File: src/rtl/fsmc_pkg.sv
// Shared types and decode constants for the FSMC multiplexed-bus sequencer.
package fsmc_pkg;

    typedef enum logic [2:0] {
        IDLE,
        ADDR,
        WR,
        RD,
        HOLD
    } state_t;

    typedef enum logic [1:0] {
        TGT_NONE,
        TGT_TFT,
        TGT_RST,
        TGT_KEY
    } target_t;

    // Latched address is {a16, da2, da1}
    localparam logic [2:0] DEC_TFT = 3'b000;
    localparam logic [2:0] DEC_RST = 3'b010;
    localparam logic [2:0] DEC_KEY = 3'b011;

    localparam int CNT_W = 16;

endpackage

File: src/rtl/fsmc_sync_edge.sv
// Multi-flop synchroniser for one async pin, with rise/fall detect on the
// synchronised value.
module fsmc_sync_edge #(
    parameter int SYNC_STAGES = 2,
    parameter bit RST_VAL     = 1'b1
) (
    input  logic i_clk,
    input  logic i_rst_n,
    input  logic i_async,
    output logic o_sync,
    output logic o_rise,
    output logic o_fall
);

    logic [SYNC_STAGES-1:0] r_sync;
    logic                   r_prev;

    always_ff @(posedge i_clk) begin
        if (!i_rst_n) begin
            r_sync <= {SYNC_STAGES{RST_VAL}};
            r_prev <= RST_VAL;
        end else begin
            r_sync <= {r_sync[SYNC_STAGES-2:0], i_async};
            r_prev <= r_sync[SYNC_STAGES-1];
        end
    end

    assign o_sync = r_sync[SYNC_STAGES-1];
    assign o_rise = r_sync[SYNC_STAGES-1] & ~r_prev;
    assign o_fall = ~r_sync[SYNC_STAGES-1] & r_prev;

endmodule

File: src/rtl/fsmc_bus_sequencer.sv
// FSMC bus front end: synchronises the bus controls, latches the address on the
// NADV rise, drives registered chip selects and one-cycle access strobes.
module fsmc_bus_sequencer
    import fsmc_pkg::*;
#(
    parameter int SYNC_STAGES = 2,
    parameter int TIMEOUT     = 255,
    parameter int HOLD_CYC    = 1
) (
    input  logic       i_clk,
    input  logic       i_rst_n,
    input  logic       i_ne,
    input  logic       i_nadv,
    input  logic       i_noe,
    input  logic       i_nwe,
    input  logic       i_a16,
    input  logic [1:0] i_da,
    output logic       o_tft_cs,
    output logic       o_rst_cs,
    output logic       o_key_cs,
    output logic       o_wr_stb,
    output logic       o_rd_stb,
    output logic       o_err_timeout
);

    localparam logic [CNT_W-1:0] TMO_LAST  = CNT_W'(TIMEOUT - 1);
    localparam logic [CNT_W-1:0] HOLD_LAST = CNT_W'(HOLD_CYC - 1);

    function automatic target_t decode(input logic [2:0] a);
        case (a)
            DEC_TFT: decode = TGT_TFT;
            DEC_RST: decode = TGT_RST;
            DEC_KEY: decode = TGT_KEY;
            default: decode = TGT_NONE;
        endcase
    endfunction

    logic w_ne_s, w_ne_rise, w_ne_fall;
    logic w_nadv_s, w_nadv_rise, w_nadv_fall;
    logic w_noe_s, w_noe_rise, w_noe_fall;
    logic w_nwe_s, w_nwe_rise, w_nwe_fall;

    fsmc_sync_edge #(.SYNC_STAGES(SYNC_STAGES), .RST_VAL(1'b1)) u_sync_ne (
        .i_clk(i_clk), .i_rst_n(i_rst_n), .i_async(i_ne),
        .o_sync(w_ne_s), .o_rise(w_ne_rise), .o_fall(w_ne_fall));
    fsmc_sync_edge #(.SYNC_STAGES(SYNC_STAGES), .RST_VAL(1'b1)) u_sync_nadv (
        .i_clk(i_clk), .i_rst_n(i_rst_n), .i_async(i_nadv),
        .o_sync(w_nadv_s), .o_rise(w_nadv_rise), .o_fall(w_nadv_fall));
    fsmc_sync_edge #(.SYNC_STAGES(SYNC_STAGES), .RST_VAL(1'b1)) u_sync_noe (
        .i_clk(i_clk), .i_rst_n(i_rst_n), .i_async(i_noe),
        .o_sync(w_noe_s), .o_rise(w_noe_rise), .o_fall(w_noe_fall));
    fsmc_sync_edge #(.SYNC_STAGES(SYNC_STAGES), .RST_VAL(1'b1)) u_sync_nwe (
        .i_clk(i_clk), .i_rst_n(i_rst_n), .i_async(i_nwe),
        .o_sync(w_nwe_s), .o_rise(w_nwe_rise), .o_fall(w_nwe_fall));

    // Only edges of these are needed; levels kept for symmetry of the sync cell
    logic w_unused;
    assign w_unused = &{1'b0, w_ne_rise, w_ne_fall, w_nadv_s, w_nadv_fall,
                        w_noe_s, w_nwe_s};

    // Address bits share the control-chain depth so they align with the NADV rise
    logic [SYNC_STAGES-1:0][2:0] r_bus_sync;
    logic [2:0]                  w_bus_addr;

    always_ff @(posedge i_clk) begin
        if (!i_rst_n) begin
            r_bus_sync <= '0;
        end else begin
            r_bus_sync[0] <= {i_a16, i_da};
            for (int i = 1; i < SYNC_STAGES; i++) begin
                r_bus_sync[i] <= r_bus_sync[i-1];
            end
        end
    end

    assign w_bus_addr = r_bus_sync[SYNC_STAGES-1];

    state_t           r_state, w_state_n;
    logic [2:0]       r_addr, w_addr_n;
    logic             r_pend, w_pend_n;
    logic [2:0]       r_pend_addr, w_pend_addr_n;
    logic [CNT_W-1:0] r_cnt, w_cnt_n;
    logic             w_tmo;
    logic             w_wr_stb_n, w_rd_stb_n, w_err_n;
    target_t          w_cs_tgt;

    always_comb begin
        w_state_n     = r_state;
        w_addr_n      = r_addr;
        w_pend_n      = r_pend;
        w_pend_addr_n = r_pend_addr;
        w_wr_stb_n    = 1'b0;
        w_err_n       = 1'b0;
        w_tmo         = (r_cnt >= TMO_LAST);

        case (r_state)
            IDLE: begin
                if (r_pend) begin
                    w_state_n = ADDR;
                    w_addr_n  = r_pend_addr;
                    w_pend_n  = 1'b0;
                end else if (!w_ne_s && w_nadv_rise) begin
                    w_state_n = ADDR;
                    w_addr_n  = w_bus_addr;
                end
            end
            ADDR: begin
                if (w_nwe_fall) begin
                    w_state_n = WR;
                end else if (w_noe_fall) begin
                    w_state_n = RD;
                end else if (w_ne_s) begin
                    w_state_n = IDLE;
                end else if (w_tmo) begin
                    w_state_n = IDLE;
                    w_err_n   = 1'b1;
                end
            end
            WR: begin
                if (w_nwe_rise) begin
                    w_state_n  = HOLD;
                    w_wr_stb_n = 1'b1;
                end else if (w_tmo) begin
                    w_state_n = IDLE;
                    w_err_n   = 1'b1;
                end
            end
            RD: begin
                if (w_noe_rise) begin
                    w_state_n = HOLD;
                end else if (w_tmo) begin
                    w_state_n = IDLE;
                    w_err_n   = 1'b1;
                end
            end
            HOLD: begin
                // Next access may start while CS is still held; remember it for IDLE
                if (w_nadv_rise) begin
                    w_pend_n      = 1'b1;
                    w_pend_addr_n = w_bus_addr;
                end
                if (r_cnt >= HOLD_LAST) begin
                    w_state_n = IDLE;
                end
            end
            default: w_state_n = IDLE;
        endcase

        if (w_state_n != r_state) begin
            w_cnt_n = '0;
        end else if (r_cnt == '1) begin
            w_cnt_n = r_cnt;
        end else begin
            w_cnt_n = r_cnt + 1'b1;
        end

        w_rd_stb_n = (w_state_n == RD) && (r_state != RD);
        w_cs_tgt   = (w_state_n == IDLE) ? TGT_NONE : decode(w_addr_n);
    end

    always_ff @(posedge i_clk) begin
        if (!i_rst_n) begin
            r_state       <= IDLE;
            r_addr        <= '0;
            r_pend        <= 1'b0;
            r_pend_addr   <= '0;
            r_cnt         <= '0;
            o_tft_cs      <= 1'b1;
            o_rst_cs      <= 1'b1;
            o_key_cs      <= 1'b1;
            o_wr_stb      <= 1'b0;
            o_rd_stb      <= 1'b0;
            o_err_timeout <= 1'b0;
        end else begin
            r_state       <= w_state_n;
            r_addr        <= w_addr_n;
            r_pend        <= w_pend_n;
            r_pend_addr   <= w_pend_addr_n;
            r_cnt         <= w_cnt_n;
            o_tft_cs      <= (w_cs_tgt != TGT_TFT);
            o_rst_cs      <= (w_cs_tgt != TGT_RST);
            o_key_cs      <= (w_cs_tgt != TGT_KEY);
            o_wr_stb      <= w_wr_stb_n;
            o_rd_stb      <= w_rd_stb_n;
            o_err_timeout <= w_err_n;
        end
    end

endmodule

File: config.mk
export PLATFORM = sky130hd
export DESIGN_NAME = fsmc_bus_sequencer
export DESIGN_NICKNAME = d
export VERILOG_FILES = /design/src/rtl/fsmc_pkg.sv /design/src/rtl/fsmc_sync_edge.sv /design/src/rtl/fsmc_bus_sequencer.sv
export SDC_FILE = /design/constraint.sdc
export NUM_CORES = 1
export LEC_CHECK = 0
export BUFFER_PORTS_ARGS = -buffer_cell sky130_fd_sc_hd__buf_2
export CAP_MARGIN = 25
export CORE_UTILIZATION = 55
export DETAILED_ROUTE_END_ITERATION = 16
export GPL_ROUTABILITY_DRIVEN = 0
export PLACE_DENSITY = 0.83
export SETUP_SLACK_MARGIN = 0.05
export SLEW_MARGIN = 10
export SYNTH_ARGS = -nofsm -noshare
export SYNTH_HDL_FRONTEND = slang
export SYNTH_SLANG_ARGS = --single-unit
File: constraint.sdc
create_clock -name i_clk -period 2.79 [get_ports i_clk]
set_clock_uncertainty 0.2 [all_clocks]
set_input_delay 0.1395 -clock i_clk [delete_from_list [all_inputs] [get_ports i_clk]]
set_output_delay 0.1395 -clock i_clk [all_outputs]
set_load 0.02 [all_outputs]
# [Word-level counts from Yosys, hierarchy flattened]
# Cells that the tools add are included.
[word_totals] register_bits=49 output_inout_bits=6 in_bits=9 wordCells=84
[classes] n_reduce_logical=11 n_bitwise=11 muxes=25 addsub=1 n_lt_le_gt_ge=2 eq_ne=14
[ops] op="$mux 3" n=12
[ops] op="$add 16x1->16 const B" n=1
[ops] op="$eq 16x16->1 const B" n=1
[ops] op="$ge 16x1->1 const B" n=1
[ops] op="$ge 16x8->1 const B" n=1
[ops] op="$eq 3x2->1 const B" n=5
[ops] op="$pmux 3 s5" n=1
[ops] op="$logic_not 3->1" n=3
[ops] op="$mux 1" n=8
[ops] op="$ne 2x2->1 const B" n=3
[ops] op="$not 1->1" n=6
[ops] op="$pmux 2 s3" n=1
[ops] op="$reduce_and 2->1" n=3
[ops] op="$and 1x1->1" n=5
[ops] op="$eq 3x1->1 const B" n=1
[ops] op="$eq 3x3->1 const B" n=1
[ops] op="$ne 3x2->1 const B" n=1
[ops] op="$ne 3x3->1" n=1
[ops] op="$pmux 1 s3" n=1
[ops] op="$logic_and 1x1->1" n=2
[ops] op="$mux 2" n=1
[ops] op="$ne 2x1->1 const B" n=1
[ops] op="$pmux 1 s2" n=1
[ops] op="$reduce_bool 2->1" n=1
[ops] op="other kinds (2)" n=2

# [Longest topological paths before layout]
[depth] ltp_word=10 mapped_depth=8 ltp_nobuf=7

# [Modules after synthesis]
# From an unflattened synthesis, not the netlist that was laid out.
[hier_totals] hier_cells=227 area_unflattened_um2=2125.8
[modules_own_cells] module="fsmc_bus_sequencer" area_per_inst_um2=1760.4 seq_area_each_um2=760.7 instances=1 cells_each=195
[modules_own_cells] module="fsmc_sync_edge" area_per_inst_um2=91.3 seq_area_each_um2=60.1 instances=4 cells_each=8

# [Worst setup path after synthesis]
# OpenSTA, ideal clock, no wires.
[synth_path] path_kind="register -> register" from="register r_cnt[0]" to="register o_rst_cs" setup_ns=0.127 required_time_ns=2.463 t_arrival_ns=1.787 path_buffers=0 stages_incl_launch_ff=8 path_slack_ns=0.676 period_less_slack_ns=2.114 cell_sequence="dfxtp_1 > inv_1 > ha_1 > o211a_1 > a211oi_4 > o21a_4 > o211ai_2 > or3b_1"
[synth_between] elab_chain_len=9 elab_cells_between_ends=13 cone_classes="2 x order compare; 1 x eq/ne; 9 x mux; 1 x reduce/logical"
[synth_lines] element="start, declared" line="fsmc_bus_sequencer.sv:82" rtl="logic [CNT_W-1:0] r_cnt, w_cnt_n;"
[synth_lines] element="start signal, assigned" line="fsmc_bus_sequencer.sv:179" rtl="r_cnt <= w_cnt_n;"
[synth_lines] element="$ge 16x8->1" line="fsmc_bus_sequencer.sv:94" rtl="w_tmo = (r_cnt >= TMO_LAST);"
[synth_lines] element="$mux 3" line="fsmc_bus_sequencer.sv:114, fsmc_bus_sequencer.sv:123, fsmc_bus_sequencer.sv:131"
[synth_lines] element="$mux 3" line="fsmc_bus_sequencer.sv:112" rtl="end else if (w_ne_s) begin"
[synth_lines] element="$mux 3" line="fsmc_bus_sequencer.sv:110" rtl="end else if (w_noe_fall) begin"
[synth_lines] element="$mux 3" line="fsmc_bus_sequencer.sv:108" rtl="if (w_nwe_fall) begin"
[synth_lines] element="$pmux 3 s5 *" line="fsmc_bus_sequencer.sv:96" rtl="case (r_state)"
[synth_lines] element="$logic_not 3->1 *" line="fsmc_bus_sequencer.sv:158" rtl="w_cs_tgt = (w_state_n == IDLE) ? TGT_NONE : decode(w_addr_n);"
[synth_lines] element="$mux 2 *" line="fsmc_bus_sequencer.sv:158"
[synth_lines] element="$ne 2x2->1 *" line="fsmc_bus_sequencer.sv:181" rtl="o_rst_cs <= (w_cs_tgt != TGT_RST);"
[synth_lines] element="end signal, assigned" line="fsmc_bus_sequencer.sv:181"
[synth_lines] element="end, declared" line="fsmc_bus_sequencer.sv:19" rtl="output logic o_rst_cs,"
# Mark *: on every way between the ends. The rest lies on a longest branch, timed or not.
# A chain may end at the register's enable or synchronous reset.

# [Worst setup path in the final report]
# Same ends and word-level chain as after synthesis.

==> results.ini <==
[setup_path]
crit_path_end_kind=register
path_max_fanout=7
arrival_ps=2250
cp.required_ps=2780
cp_slowest_cell=dfxtp_1
path_cells=inv_1 -> ha_1 -> o211a_1 -> a211oi_4 -> o21a_4 -> o211ai_2 -> or3b_1
slowest_delay_ps=460
path_class=reg2reg
start_kind=register

[grt]
grt_pass1_vias=1488
grt_remaining_overflow=0
antenna_found_initial=0
grtUsageTotal=0.204
grt_start_max_net_pins=29
grt_pass1_wl_um=6390

[sta]
slew_violations=0
fin_setup_tns_ps=0
finalSetupViolations=0
timing.fmax_mhz=441
slew_headroom=0.474
period_needed_ps=2270
fin_crit_sh=0.813
finalHoldViolCount=0
rsz0062_at_grt=no
fin_hold_ws_ps=25.7
worst_pin_slew_ps=778

[finish]
antenna_cells=0
final_nets=251
syn_to_final_growth_pct=15.9
seq_area_um2=981
fin_util=0.688
multi_input_area_um2=1020
fillers=284
layout_common_cells=49 x dfxtp_1, 18 x nor2_1, 15 x nand2b_1
mostFrequentLayoutCell=dfxtp_1
drive_gt1_frac=0.145

[logic_synthesis]
synth_compound_area_frac=0.138
synth_xor_area_frac=0.0257
synthMuxAreaShare=0.0362
synth_fa_ha_area_frac=0.0123
yosysWarnings=0
yosysUniqueCellTypes=43
synth-simple-area-share=0.290
avgSynthCellArea_um2=9.45
ys_seq_area_frac=0.480
synthTopCellsByArea=dfxtp_1 48%, nand2b_1 4.6%, nor2_1 3.3%
syn_nets=227
synth_top_area_share=0.480
netlist_area_um2=2040
yosysTopAreaCell=dfxtp_1
synth_top_family_by_area=simple AND/OR/NAND/NOR gates
syn_inst=216
yosys_register_bits=49

[cts]
cts.path.max_buffers=2
cts_buffers=5
insertion_delay_ps=300
cts_setup_buffers=0
cts_tree=yes
path_clk_slew_ps=90
h-tree-depth=2
clkSinkCount=49
cts_root_buffer=clkbuf_8

[drt]
drc=0
num_vias=1616
drt-pass1-iter-count=4
drt-initial-drc-count=156
wl_per_cell_um=12.4
ant_nets=0
vias_per_cell=5.63
wirelength_um=3570

[run_status]
outcome=finished clean

[die]
dieArea_um2=3960
die_w_um=62.9
die_h_um=62.9
core_area_um2=3440
start_util=0.593
ios=15
fp-row-count=21

[power_and_ir_drop]
leakage_nw=0.906
power.density_nw_per_um2=577
max-vdd-ir-drop_mv=0.378

[job]
maxCapViolations=0

[hold_path]
hold_path.class=in2reg

[placed_design]
dp_hpwl_um=2360
port_buffers=14

==> state kept, by name (all words and copies together) (netlist names), 2 cells and up <==
register / cells
r_cnt: 16
r_addr: 3
r_bus_sync: 3
r_pend_addr: 3
r_state: 3
w_bus_addr: 3
u_sync_nadv.r_sync: 2
u_sync_ne.r_sync: 2
u_sync_noe.r_sync: 2
u_sync_nwe.r_sync: 2
==> metrics by stage <==
step	instance area, um2	setup slack, ps	instances	power (mW)
2_1_floorplan	2040	676	216	0.772
3_3_place_gp	2160	586	272	0.786
3_5_place_dp	2160	532	272	0.788
4_1_cts	2370	523	287	1.37
5_1_grt	2370	396	287	1.41
6_report	2370	523	287	1.37
==> synthesized netlist by cell type, drive strengths merged <==
cell type   n
nor3        9
nor3b       3
nor2b       6
o21ai       7
or4         2
o211ai      1
nor4        3
and2        8
or2         1
o21a        2
o311ai      1
and3b       1
dfxtp      49
nor2       18
a211oi      5
buf         2
mux2        3
and4        4
ha          2
and3        4
o211a       2
a31oi       4
or3         3
inv         2
nor4b       2
nand2b     15
clkbuf      5
nand4       4
nand2      14
xnor2       6
a21o        1
or3b        1
nand3       8
a21boi      5
o2bb2ai     1
mux2i       4
a21oi       8
==> where the power goes <==
| group | internal [mW] | total [mW] | switching [mW] |
|---|---|---|---|
| clock network | 0.356 | 0.585 | 0.229 |
| registers | 0.714 | 0.726 | 0.0122 |
| logic | 0.0294 | 0.0543 | 0.0250 |
| total | 1.10 | 1.37 | 0.266 |
==> worst paths after layout <==
| kind | startpoint | to | slack, ps | cells past startpoint |
|---|---|---|---|---|
| min reg2reg | u_sync_nwe.r_sync[0]$_SDFF_PN1_ | u_sync_nwe.r_sync[1]$_SDFF_PN1_ | 210 | 1 |
| min | i_rst_n | u_sync_nadv.r_sync[1]$_SDFF_PN1_ | 30 | 2 |
| max reg2reg | r_cnt[0]$_SDFFE_PP0P_ | o_rst_cs$_SDFF_PN1_ | 520 | 7 |
| max | r_cnt[0]$_SDFFE_PP0P_ | o_rst_cs$_SDFF_PN1_ | 520 | 7 |
==> routing by layer <==
metal,track usage,vias up,part of all wire
li1,-,817,-
met1,0.267,749,0.50
met5,0,-,0
met4,0.0756,0,0.014
met3,0.0566,5,0.047
met2,0.319,45,0.44
==> what timing repair did <==
action / in CTS / in global routing
hold buffers: 7 / 0
hold endpoints to repair: 7 / 0
resized for setup: 0 / 0
==> worst max-delay path, delay by kind of cell, from the launching register on <==
family,cells,cell delay (ps)
AO/OA/AOI/OAI,4,850
adder cells (fa/ha/maj),1,190
buffers and inverters,1,80
flip-flops,1,460
AND/OR/NAND/NOR,1,380
==> area by class of cell <==
type | count | area share
repair buffers | 24 | 0.0687
inverters | 2 | 0.00317
well taps | 46 | 0.0243
flip-flops and latches | 49 | 0.414
clock buffers | 5 | 0.0291
multi-input cells | 158 | 0.433
clock inverters | 3 | 0.0275
==> logic make-up after synthesis <==
logic type	after synthesis
buffers and inverters	9
AO/OA/AOI/OAI	37
multiplexers	7
XOR/XNOR	6
AND/OR/NAND/NOR	106
flip-flops	49
adder cells (fa/ha/maj)	2
(Power assumes the default switching activity.)
